<file path="src/rtl/uart_pkg.sv">
// UART shared definitions: receiver/transmitter FSM states
// and mid-bit sample offsets used by the majority vote.
package uart_pkg;

    typedef enum logic [2:0] {
        IDLE   = 3'd0,
        START  = 3'd1,
        DATA   = 3'd2,
        PARITY = 3'd3,
        STOP   = 3'd4
    } uart_state_e;

    // Sample points relative to the middle of a bit (PRESCALE/2)
    localparam int SMP_EARLY = -1;
    localparam int SMP_MID   = 0;
    localparam int SMP_LATE  = 1;

    function automatic int smp_pos(input int prescale, input int ofs);
        return prescale / 2 + ofs;
    endfunction

endpackage

</file>
<file path="src/rtl/uart_rx_data_sampling.sv">
// Majority vote of three samples taken around the bit centre.
// The late sample is bypassed live so the vote is ready at bit end.
module data_sampling
    import uart_pkg::*;
#(
    parameter int PRESCALE = 8,
    parameter int EW       = $clog2(PRESCALE)
) (
    input  logic          clk,
    input  logic          rst_n,
    input  logic          rx_s,
    input  logic [EW-1:0] edge_cnt,
    output logic          sampled_bit
);

    localparam logic [EW-1:0] P_EARLY = EW'(smp_pos(PRESCALE, SMP_EARLY));
    localparam logic [EW-1:0] P_MID   = EW'(smp_pos(PRESCALE, SMP_MID));
    localparam logic [EW-1:0] P_LATE  = EW'(smp_pos(PRESCALE, SMP_LATE));

    logic s0_q, s1_q, s2_q;
    logic s2;

    // Capture the line at each of the three sample points
    always_ff @(posedge clk or negedge rst_n) begin
        if (!rst_n) begin
            s0_q <= 1'b1;
            s1_q <= 1'b1;
            s2_q <= 1'b1;
        end else begin
            if (edge_cnt == P_EARLY) s0_q <= rx_s;
            if (edge_cnt == P_MID)   s1_q <= rx_s;
            if (edge_cnt == P_LATE)  s2_q <= rx_s;
        end
    end

    assign s2          = (edge_cnt == P_LATE) ? rx_s : s2_q;
    assign sampled_bit = (s0_q & s1_q) | (s0_q & s2) | (s1_q & s2);

endmodule

</file>
<file path="src/rtl/uart_rx.sv">
// UART receiver: 2-flop synchroniser, oversampling bit timer,
// frame FSM with optional parity and stop-bit checking.
module uart_rx
    import uart_pkg::*;
#(
    parameter int DATA_WIDTH = 8,
    parameter int PRESCALE   = 8
) (
    input  logic                  CLK,
    input  logic                  RST,
    input  logic                  RX_IN,
    input  logic                  PAR_EN,
    input  logic                  PAR_TYP,
    output logic [DATA_WIDTH-1:0] P_DATA,
    output logic                  DATA_VALID,
    output logic                  PAR_ERR,
    output logic                  STP_ERR
);

    localparam int EW = $clog2(PRESCALE);
    localparam int BW = (DATA_WIDTH > 1) ? $clog2(DATA_WIDTH) : 1;
    localparam logic [EW-1:0] EDGE_LAST = EW'(PRESCALE - 1);
    localparam logic [BW-1:0] BIT_LAST  = BW'(DATA_WIDTH - 1);

    uart_state_e           state_q, state_d;
    logic                  rx_meta_q, rx_s_q;
    logic [EW-1:0]         edge_q, edge_d;
    logic [BW-1:0]         bit_q, bit_d;
    logic [DATA_WIDTH-1:0] data_q, data_d;
    logic                  valid_q, valid_d;
    logic                  par_err_q, par_err_d;
    logic                  stp_err_q, stp_err_d;
    logic                  par_en_q, par_en_d;
    logic                  par_typ_q, par_typ_d;
    logic                  sampled_bit;
    logic                  bit_end;

    data_sampling #(
        .PRESCALE (PRESCALE),
        .EW       (EW)
    ) u_sample (
        .clk         (CLK),
        .rst_n       (RST),
        .rx_s        (rx_s_q),
        .edge_cnt    (edge_q),
        .sampled_bit (sampled_bit)
    );

    assign bit_end = (edge_q == EDGE_LAST);

    // State, counters, deserialiser and flags
    always_ff @(posedge CLK or negedge RST) begin
        if (!RST) begin
            rx_meta_q <= 1'b1;
            rx_s_q    <= 1'b1;
            state_q   <= IDLE;
            edge_q    <= '0;
            bit_q     <= '0;
            data_q    <= '0;
            valid_q   <= 1'b0;
            par_err_q <= 1'b0;
            stp_err_q <= 1'b0;
            par_en_q  <= 1'b0;
            par_typ_q <= 1'b0;
        end else begin
            rx_meta_q <= RX_IN;
            rx_s_q    <= rx_meta_q;
            state_q   <= state_d;
            edge_q    <= edge_d;
            bit_q     <= bit_d;
            data_q    <= data_d;
            valid_q   <= valid_d;
            par_err_q <= par_err_d;
            stp_err_q <= stp_err_d;
            par_en_q  <= par_en_d;
            par_typ_q <= par_typ_d;
        end
    end

    // Next-state logic; the detect cycle counts as edge 0 of the start bit
    always_comb begin
        state_d   = state_q;
        edge_d    = bit_end ? '0 : edge_q + 1'b1;
        bit_d     = bit_q;
        data_d    = data_q;
        valid_d   = 1'b0;
        par_err_d = par_err_q;
        stp_err_d = stp_err_q;
        par_en_d  = par_en_q;
        par_typ_d = par_typ_q;
        unique case (state_q)
            IDLE: begin
                edge_d = '0;
                if (!rx_s_q) begin
                    state_d   = START;
                    edge_d    = EW'(1);
                    bit_d     = '0;
                    par_err_d = 1'b0;
                    stp_err_d = 1'b0;
                    par_en_d  = PAR_EN;
                    par_typ_d = PAR_TYP;
                end
            end
            START: begin
                if (bit_end) state_d = sampled_bit ? IDLE : DATA;
            end
            DATA: begin
                if (bit_end) begin
                    data_d[bit_q] = sampled_bit;
                    if (bit_q == BIT_LAST)
                        state_d = par_en_q ? PARITY : STOP;
                    else
                        bit_d = bit_q + 1'b1;
                end
            end
            PARITY: begin
                if (bit_end) begin
                    if (sampled_bit != ((^data_q) ^ par_typ_q))
                        par_err_d = 1'b1;
                    state_d = STOP;
                end
            end
            STOP: begin
                if (bit_end) begin
                    if (!sampled_bit) stp_err_d = 1'b1;
                    valid_d = sampled_bit & ~par_err_q;
                    state_d = IDLE;
                end
            end
            default: state_d = IDLE;
        endcase
    end

    assign P_DATA     = data_q;
    assign DATA_VALID = valid_q;
    assign PAR_ERR    = par_err_q;
    assign STP_ERR    = stp_err_q;

endmodule

</file>
<file path="config.mk">
export PLATFORM = sky130hd
export DESIGN_NAME = uart_rx
export DESIGN_NICKNAME = d
export VERILOG_FILES = /design/src/rtl/uart_pkg.sv /design/src/rtl/uart_rx_data_sampling.sv /design/src/rtl/uart_rx.sv
export SDC_FILE = /design/constraint.sdc
export NUM_CORES = 1
export LEC_CHECK = 0
export ABC_AREA = 1
export CORE_MARGIN = 4
export CORE_UTILIZATION = 55
export CTS_CLUSTER_SIZE = 12
export DETAILED_ROUTE_END_ITERATION = 8
export MAX_ROUTING_LAYER = met4
export PLACE_DENSITY = 0.78
export RECOVER_POWER = 25
export REMOVE_ABC_BUFFERS = 1
export SYNTH_ARGS = -nofsm -noshare
export SYNTH_HDL_FRONTEND = slang
export SYNTH_HIERARCHICAL = 1
export SYNTH_SLANG_ARGS = --single-unit
export TNS_END_PERCENT = 5
</file>
<file path="constraint.sdc">
create_clock -name CLK -period 2.64 [get_ports CLK]
set_input_delay 0.66 -clock CLK [delete_from_list [all_inputs] [get_ports CLK]]
set_output_delay 0.66 -clock CLK [all_outputs]
set_load 0.05 [all_outputs]
</file>
# After elaboration in Yosys (flattened, before gate mapping)
# Index checks and enable logic that the tools add are counted.
[classes]
reduce_logical = 12
addsub = 2
bitwise = 9
magnitude_cmp = 2
multipliers = 0
eq_ne = 19
div_mod_pow = 0
n_mux = 29
shift = 0
[ops]
columns = ["op", "n"]
rows = [
  ["$mux W3", 12],
  ["$ne A2 B2 Y1 const B", 9],
  ["$eq A3 B3 Y1 const B", 5],
  ["$pmux W3 S5", 1],
  ["$reduce_and A4 Y1", 3],
  ["$mux W1", 10],
  ["$eq A3 B2 Y1 const B", 3],
  ["$bwmux W8", 1],
  ["$reduce_xor A8 Y1", 1],
  ["$add A3 B1 Y3 const B", 2],
  ["$pmux W3 S2", 1],
  ["$reduce_and A6 Y1", 1],
  ["$reduce_bool A2 Y1", 3],
  ["$and A1 B1 Y1", 4],
  ["$lt A3 B4 Y1 const B", 1],
  ["$pmux W1 S2", 2],
  ["$reduce_and A2 Y1", 2],
  ["$demux W1 S3", 1],
  ["$eq A3 B1 Y1 const B", 1],
  ["$ge A3 B1 Y1 const B", 1],
  ["$logic_not A3 Y1", 1],
  ["$mux W2", 1],
  ["$not A1 Y1", 2],
  ["$or A1 B1 Y1", 2],
  ["3 further kinds", 3],
]
[word_totals]
reg_bits = 27
n_memories = 0
out_inout_bits = 11
ram_bits = 0
rom_bits = 0
latchBits = 0
word_cells = 87
in_bits = 5

# Depth between registers and ports, before layout
# Gate-level depths: netlist (run 1).
[depth]
ltp_word = 9
mapped_depth = 17
ltp_nobuf = 16

# Cells and area by module
# Netlist (run 1), hierarchy kept.
[by_module_without_submodules]
columns = ["module", "area_per_inst_um2", "seq_area_each_um2", "instances", "cells_per_inst"]
rows = [
  ["uart_rx", 1306.3, 603.1, 1, 168],
  ["data_sampling", 162.7, 78.8, 1, 22],
]

# Worst setup path after synthesis (run 1)
# No wires, ideal clock.
[synth_path]
path_kind = "register to register"
start = "reg rx_s_q"
end = "reg par_err_q (netlist: PAR_ERR)"
setup_time_ns = 0.119
setup_slack_ns = 0.870
arrival_ns = 1.651
n_path_buf = 1
required_time_ns = 2.521
stages_incl_launch_ff = 17
synth_period_minus_slack_ns = 1.770
cell_sequence = "dfstp_2 -> clkinv_1 -> nand4_1 -> nand3_1 -> nand2_1 -> inv_1 -> clkbuf_1 -> nand3_1 -> nand2_1 -> nand2_1 -> nand2_1 -> nand2_1 -> nand3_1 -> nand2_1 -> nand2_1 -> nand2_1 -> nand2_1"
[synth_via]
elab_chain_len = 7
word_cells_on_any_way = 9
classes_between = "3 x eq/ne; 1 x mux; 4 x bitwise; 1 x reduce/logical"
[synth_rtl]
columns = ["item", "line_no", "source"]
rows = [
  ["start, declared", "uart_rx.sv:26", "logic rx_meta_q, rx_s_q;"],
  ["start signal, assigned", "uart_rx.sv:67", "rx_s_q <= rx_meta_q;"],
  ["$mux W1 *", "uart_rx_data_sampling.sv:36", "assign s2 = (edge_cnt == P_LATE) ? rx_s : s2_q;"],
  ["$and A1 B1 Y1", "uart_rx_data_sampling.sv:37", "assign sampled_bit = (s0_q & s1_q) | (s0_q & s2) | (s1_q & s2);"],
  ["$or A1 B1 Y1", "uart_rx_data_sampling.sv:37", ""],
  ["$or A1 B1 Y1 *", "uart_rx_data_sampling.sv:37", ""],
  ["net sampled_bit", "uart_rx.sv:35", "logic sampled_bit;"],
  ["$ne A1 B1 Y1 *", "uart_rx.sv:118", "if (sampled_bit != ((^data_q) ^ par_typ_q))"],
  ["$ne A2 B2 Y1 (no source line) *", "-", ""],
  ["$reduce_and A4 Y1 (no source line) *", "-", ""],
  ["end signal, assigned", "uart_rx.sv:73", "par_err_q <= par_err_d;"],
  ["end, declared", "uart_rx.sv:31", "logic par_err_q, par_err_d;"],
]
# Mark *: on every way through the listed nets, which the timed path passes. The rest lies on a longest branch.
# A chain may end at the register's enable or synchronous reset.

# Worst setup path in the final report (run 1)
[layout_path]
start = "reg data_q[1] (netlist: P_DATA[1])"
end = "out P_DATA[1]"
[layout_lines]
columns = ["item", "line_no", "source"]
rows = [
  ["start, declared", "uart_rx.sv:29", "logic [DATA_WIDTH-1:0] data_q, data_d;"],
  ["start signal, assigned", "uart_rx.sv:71", "data_q <= data_d;"],
  ["end, declared", "uart_rx.sv:14", "output logic [DATA_WIDTH-1:0] P_DATA,"],
]
# No word-level cell between the ends.

==> results of run 1 <==
final timing paths:
kind	startpoint	end	depth (start not counted)	slack, ps
setup / recovery	P_DATA[1]	P_DATA[1]	1	380
hold / removal	rx_meta_q	rx_s_q	0	370
setup reg to reg	rx_s_q	PAR_ERR	15	700
hold reg to reg	rx_meta_q	rx_s_q	0	370
max in group asynchronous	RST	P_DATA[2]	2	1280
min in group asynchronous	RST	edge_q[1]	1	740
per-stage QoR:
| stage | cell area (µm²) | setup WS (ps) | utilization | hold slack (ps) |
|---|---|---|---|---|
| 2_1_floorplan | 1450 | 963 | - | 345 |
| 3_3_place_gp | 1650 | 771 | 0.654 | 347 |
| 3_5_place_dp | 1650 | 742 | 0.654 | 348 |
| 4_1_cts | 1680 | 358 | 0.664 | 367 |
| 5_1_grt | 1670 | 318 | 0.663 | 378 |
| 6_report | 1670 | 377 | 0.663 | 374 |
cell families (layout without fill, tap and decap cells):
| kind of cell | count (synthesis) | in the layout | share of synthesized area |
|---|---|---|---|
| adder cells (fa/ha/maj) | 4 | 4 | 0.0341 |
| AND/OR/NAND/NOR | 97 | 97 | 0.290 |
| AO/OA/AOI/OAI | 30 | 30 | 0.125 |
| buffers and inverters | 32 | 50 | 0.0869 |
| flip-flops | 27 | 27 | 0.464 |
cell type report:
class | instances | area [µm²]
clock buffer | 4 | 26.3
inverter | 30 | 113
tap | 30 | 37.5
fill | 223 | 850
multi-input combinational | 131 | 657
sequential | 27 | 682
timing repair buffer | 16 | 158
placed cells by master (no fill, tap or decap):
cell,n
dfrtp_1,22
and2_0,1
ha_1,4
o21ai_1,2
a22oi_4,1
nor3_1,2
o21ai_0,4
clkdlybuf4s50_1,13
nor3_2,1
or2_0,1
o21a_1,1
or2_2,1
clkbuf_1,1
clkinv_1,1
dfstp_1,1
inv_1,26
inv_2,3
a21oi_1,11
nand3_1,14
o31ai_1,1
a31oi_1,10
dlygate4sd3_1,2
nand2_1,55
clkbuf_4,3
nor2_4,2
buf_4,1
nand4_1,1
nor2_1,16
nor2_2,2
or2_1,1
dfstp_2,4
synthesized netlist by cell type, types with 2 or more instances:
master / count
nor2_4: 2
inv_2: 3
nor3_1: 2
a21oi_1: 11
dfrtp_1: 22
nand2_1: 55
nand3_1: 14
ha_1: 4
nor2_1: 15
o21ai_1: 3
a31oi_1: 10
o21ai_0: 3
nor2_2: 3
inv_1: 26
dfstp_2: 5
flip-flops by register name, summed over array words and instances, names as in the netlist, 3 cells and up:
name,cells
state_q,3
edge_q,3
P_DATA,8
bit_q,3
power by group:
group	switching [mW]	internal, mW
combinational	0.582	0.305
sequential	0.113	0.554
clock	0.120	0.0593
metal layers:
layer	up-vias	GRT usage
met2	29	0.306
met5	-	-
met1	596	0.248
met4	0	0.0570
met3	5	0.0194
li1	646	-
==> summary.md, run 1 <==
| Metric | Value |
|---|---|
| H-tree levels | 1 |
| Async SR Flop Fraction | 1.00 |
| Status | completed |
| Total Wirelength | 2940 µm |
| Antenna cells | 0 |
| Postcts setup bufs | 0 |
| Cts repair resizes | 0 |
| DR vias/cell | between 5 and 6 |
| Final setup viols | 0 |
| Pwr dens | approximately 1000 nW/µm² |
| CP Launch Type | flop |
| Largest net degree at the start of global routing | 16 |
| Synth Register Bits | 27 |
| CP endpoint kind | primary output |
| Number of synthesized flops with an enable pin | 0 |
| Dominant cell type by area after synthesis | dfrtp_1 |
| Residual DRC | 0 |
| Pins over their slew limit | 0 |
| WL/cell | approximately 12 µm |
| Crit path DAT | ~1600 ps |
| Total of max-cap violations | 0 |
| DR pass1 iterations | 4 |
| Total power | 1.73 mW |
| Met3 wire length | between 100 and 150 µm |
| Fmax achieved | between 0.4 and 0.5 GHz |
| Top delay family on crit path | buffers and inverters |
| CP Cell Sequence | clkdlybuf4s50_1 |
| Primary FF master, synth | dfrtp_1 |
| DIE HEIGHT | around 60 µm |
| Met2 routed WL | approximately 1400 µm |
| Clk_lat worst skew | around 330 ps |
| WS Path Type | flop to primary output |
| Tmin final | between 2000 and 2500 ps |
| Sink Count | 27 |
| Synthesized area | about 1500 µm² |
| HP Class | flop to flop |
| Fin crit share | 0.857 |
| Number of port buffers | 15 |
| Final setup TNS | 0 ps |
| Non-Filler Instances | approximately 240 |
| Gr ovfl total | 0 |
| Placed cells | between 200 and 250 |
| CP Max Fanout | 4 |
| Synth cell types | 27 |
| Mean post-synth cell area | approximately 7.7 µm² |
| CTS tree | done |
| Initial Utilization | 0.582 |
| Actual slew at the worst max-slew pin | 560 ps |
| Antenna violations before repair | 0 |
| Worst vdd ir | 711 µV |
| RSZ-0062 raised after global routing | false |
| Row count | 18 |
| Vias in the first global route | around 1.1k |
| Gp weighted congestion | between 0.8 and 0.9 |
| Share of layout cells above drive strength 1 | 0.0865 |
| First-pass GRT wire length | between 4000 and 5000 µm |
| Crit path required time | 1980 ps |
| P_leak | roughly 0.81 nW |
| Total core area | roughly 2500 µm² |
| Yosys warns | 6 |
| Final hold violation count | 0 |
| Post-DP HPWL | 2260 µm |
| Die X | between 50 and 60 µm |
| Count of boundary I/O pins | 16 |
| CTS Hold Bufs | 0 |
| CTS max path bufs | 2 |
| Mapped Cells | 190 |
| DR vias | roughly 1.3k |
| Buffers and inverters on the worst path | 1 |
| WL met1 | between 1000 and 1500 µm |
| Top sig layer | met4 |
| Area delta synth->final | 13.9% |
| Seq/Total Area, Yosys | 0.464 |
| Slew margin rel. | 0.626 |
| Drt first-iter violations | 79 |
| Synth top area share | 0.375 |
| CP max stage delay | ~840 ps |
| Die Footprint | between 3000 and 4000 µm² |
| Clk pin slew, worst setup/hold paths | 140 ps |
| Synth area leaders | dfrtp_1, nand2_1, dfstp_2 |
| Root buf cell | clkbuf_4 |
| DRT antenna net count | 0 |
| Clock skew | around 5.4 ps |
| Nets@finish | around 220 |
| Slowest CP cell | clkdlybuf4s50_1 |
| GR Util All Layers | 0.188 |
| CTS buffer count | 3 |
No activity file was read; power rests on OpenSTA's default activity.
==> run 2: changes to the inputs <==
CORE_UTILIZATION = 45   (was 55)
PLACE_DENSITY = 0.66   (was 0.78)
RECOVER_POWER = 50   (was 25)
==> run 2 against run 1 <==
  * Global-route usage fell by 2.6 points
  * Design area grew 1.0%
  * Combinational power down 0.9%
  * Sequential power up 0.6%
  * Sequential cell count unchanged
  * Clock skew up 5.3 ps
  * Count of clock-buffer cells in the layout decreased by 1
  * Maximum frequency is 0.53% lower
  * Sequential share of layout area is 0.42 points lower
  * Non-clock buffer count unchanged
  * Power is 0.31% lower
  * Die area increased by 19%
  * Critical endpoint is now P_DATA[7]
==> summary.md, run 2 (same netlist as run 1, synthesis figures left out) <==
| Metric | Value |
|---|---|
| Total power | 1.73 mW (-0.31%) |
| CP endpoint kind | primary output |
| Nets@finish | 218 (unchanged) |
| Fmax achieved | 0.439 GHz (-0.53%) |
| Crit path DAT | 1620 ps (+20 ps) |
| DIE HEIGHT | 65.1 µm (+9.1%) |
| Antenna cells | 0 (unchanged) |
| Commonest cells after routing, fill and taps aside | nand2_1, inv_1, dfrtp_1 |
| Multi-input gate area | 659 µm² (+0.38%) |
| Worst hold path cell count | 0 (unchanged) |
| Sink Count | 27 (unchanged) |
| Critical Path Stages | 1 (unchanged) |
| GR Util All Layers | 0.162 (-0.0256) |
| Root buf cell | clkbuf_4 |
| DR pass1 iterations | 4 (unchanged) |
| Area delta synth->final | 15.1% |
| Fillers | 285 (+28%) |
| CP Max Fanout | 5 (+1) |
| Die Footprint | 4240 µm² (+19%) |
| Pwr dens | 1020 nW/µm² (-1.3%) |
| Tmin final | 2280 ps (+12.0 ps) |
| Largest net degree at the start of global routing | 28 (+12) |
| Die X | 65.1 µm (+9.1%) |
| CTS Hold Bufs | 0 (unchanged) |
| Fin crit share | 0.862 (+0.00455) |
| Gp weighted congestion | 0.847 (-2.7%) |
| R2R Path Start | rx_s_q |
| Clock skew | 10.8 ps (+5.34 ps) |
| CP Launch Type | flop |
| Gr ovfl total | 0 (unchanged) |
| Post-DP HPWL | 2200 µm (-2.4%) |
| Hold Crit Endpoint | rx_s_q |
| DR vias | 1249 (-2.1%) |
| Count of boundary I/O pins | 16 (unchanged) |
| Worst vdd ir | 494 µV (-31%) |
| Buffers and inverters on the worst path | 1 (unchanged) |
| Status | completed |
| Drt first-iter violations | 62 (-22%) |
| P_leak | 0.811 nW (-0.12%) |
| Register area | 682 µm² (unchanged) |
| CP max stage delay | 830 ps (about the same) |
| Final setup viols | 0 (unchanged) |
| Most common cell after layout, fill and taps aside | nand2_1 |
| WS Path Type | flop to primary output |
| Share of layout cells above drive strength 1 | 0.0913 (+0.00481) |
| Initial Utilization | 0.477 (-0.105) |
| WL/cell | 11.4 µm (-7.7%) |
| Total Wirelength | 2880 µm (-2.2%) |
| CTS tree | done |
| Final setup TNS | 0 ps (unchanged) |
| RSZ-0062 raised after global routing | false |
| H-tree levels | 1 (unchanged) |
| CTS max path bufs | 2 (unchanged) |
| Max reg flops | 8 (unchanged) |
| R2r worst-path depth | 15 (unchanged) |
| Final hold violation count | 0 (unchanged) |
| Postcts setup bufs | 0 (unchanged) |
| Total core area | 3080 µm² (+22%) |
| Top delay family on crit path | buffers and inverters |
| CTS buffer count | 3 (unchanged) |
| Crit path required time | 1980 ps (about the same) |
| HP Class | flop to flop |
| Pins over their slew limit | 0 (unchanged) |
| CP Cell Sequence | clkdlybuf4s50_1 |
| Cts repair resizes | 0 (unchanged) |
| Antenna violations before repair | 0 (unchanged) |
| DR vias/cell | 4.96 (-7.6%) |
| Number of port buffers | 15 (unchanged) |
| Vias in the first global route | 1162 (+1.4%) |
| First-pass GRT wire length | 5180 µm (+4.4%) |
| DRT antenna net count | 0 (unchanged) |
| Hold Crit Start | rx_meta_q |
| Total of max-cap violations | 0 (unchanged) |
| Actual slew at the worst max-slew pin | 1420 ps (+861 ps) |
| Slowest CP cell | clkdlybuf4s50_1 |
| Clk pin slew, worst setup/hold paths | 150 ps (about the same) |
| Residual DRC | 0 (unchanged) |
| Slew margin rel. | 0.0529 (-0.573) |
| R2R Path End | PAR_ERR |
| Clk_lat worst skew | 330 ps (about the same) |
| R2R Setup Slk | 650 ps (-50 ps) |
| Row count | 20 (+2) |
[run 2: changes by cell type in the layout (fill, tap and decap cells not counted)]
cell	delta
clkinv_2	+1
nor2_2	+1
nor2_1	-1
buf_4	-1
[run 2: how the worst max path moves through the flow]
stage                         start  slack (ps)   endpoint
after CTS                 P_DATA[7]         360  P_DATA[7]
after detailed placement     rx_s_q         720    PAR_ERR
after global placement    P_DATA[6]         760  P_DATA[6]
after floorplan              rx_s_q         960    PAR_ERR
final                     P_DATA[7]         360  P_DATA[7]
after global routing      P_DATA[7]         290  P_DATA[7]
[run 2: layout make-up]
type                       instances  share of cell area
sequential                        27               0.403
multi-input combinational        131               0.390
timing repair buffer              16              0.0910
inverter                          30              0.0666
tap                               44              0.0326
clock buffer                       3              0.0133
clock inverter                     1             0.00296
[run 2: stage by stage]
stage / area [µm²] / setup WS (ps) / util / std cells / hold WS [ps]
after CTS: 1690 / 360 / 0.550 / 252 / 368
after global routing: 1690 / 286 / 0.549 / 252 / 383
after floorplan: 1450 / 963 / - / 188 / 345
final: 1690 / 365 / 0.549 / 252 / 373
after detailed placement: 1670 / 725 / 0.541 / 248 / 347
after global placement: 1670 / 762 / 0.541 / 248 / 351
[run 2: layer usage]
metal  track usage  share of wire  wire length (µm)  up-vias
met1         0.214           0.48              1390      556
met5             -              0                 0        -
met4        0.0544          0.019                54        0
li1              -              -                 -      651
met2         0.257           0.45              1290       35
met3        0.0274          0.051               146        7
[run 2: where the power goes]
group	total, mW	internal [mW]	switching (mW)
Combinational	0.879	0.304	0.575
Sequential	0.671	0.554	0.117
Clock	0.178	0.0569	0.121
Total	1.73	0.915	0.813
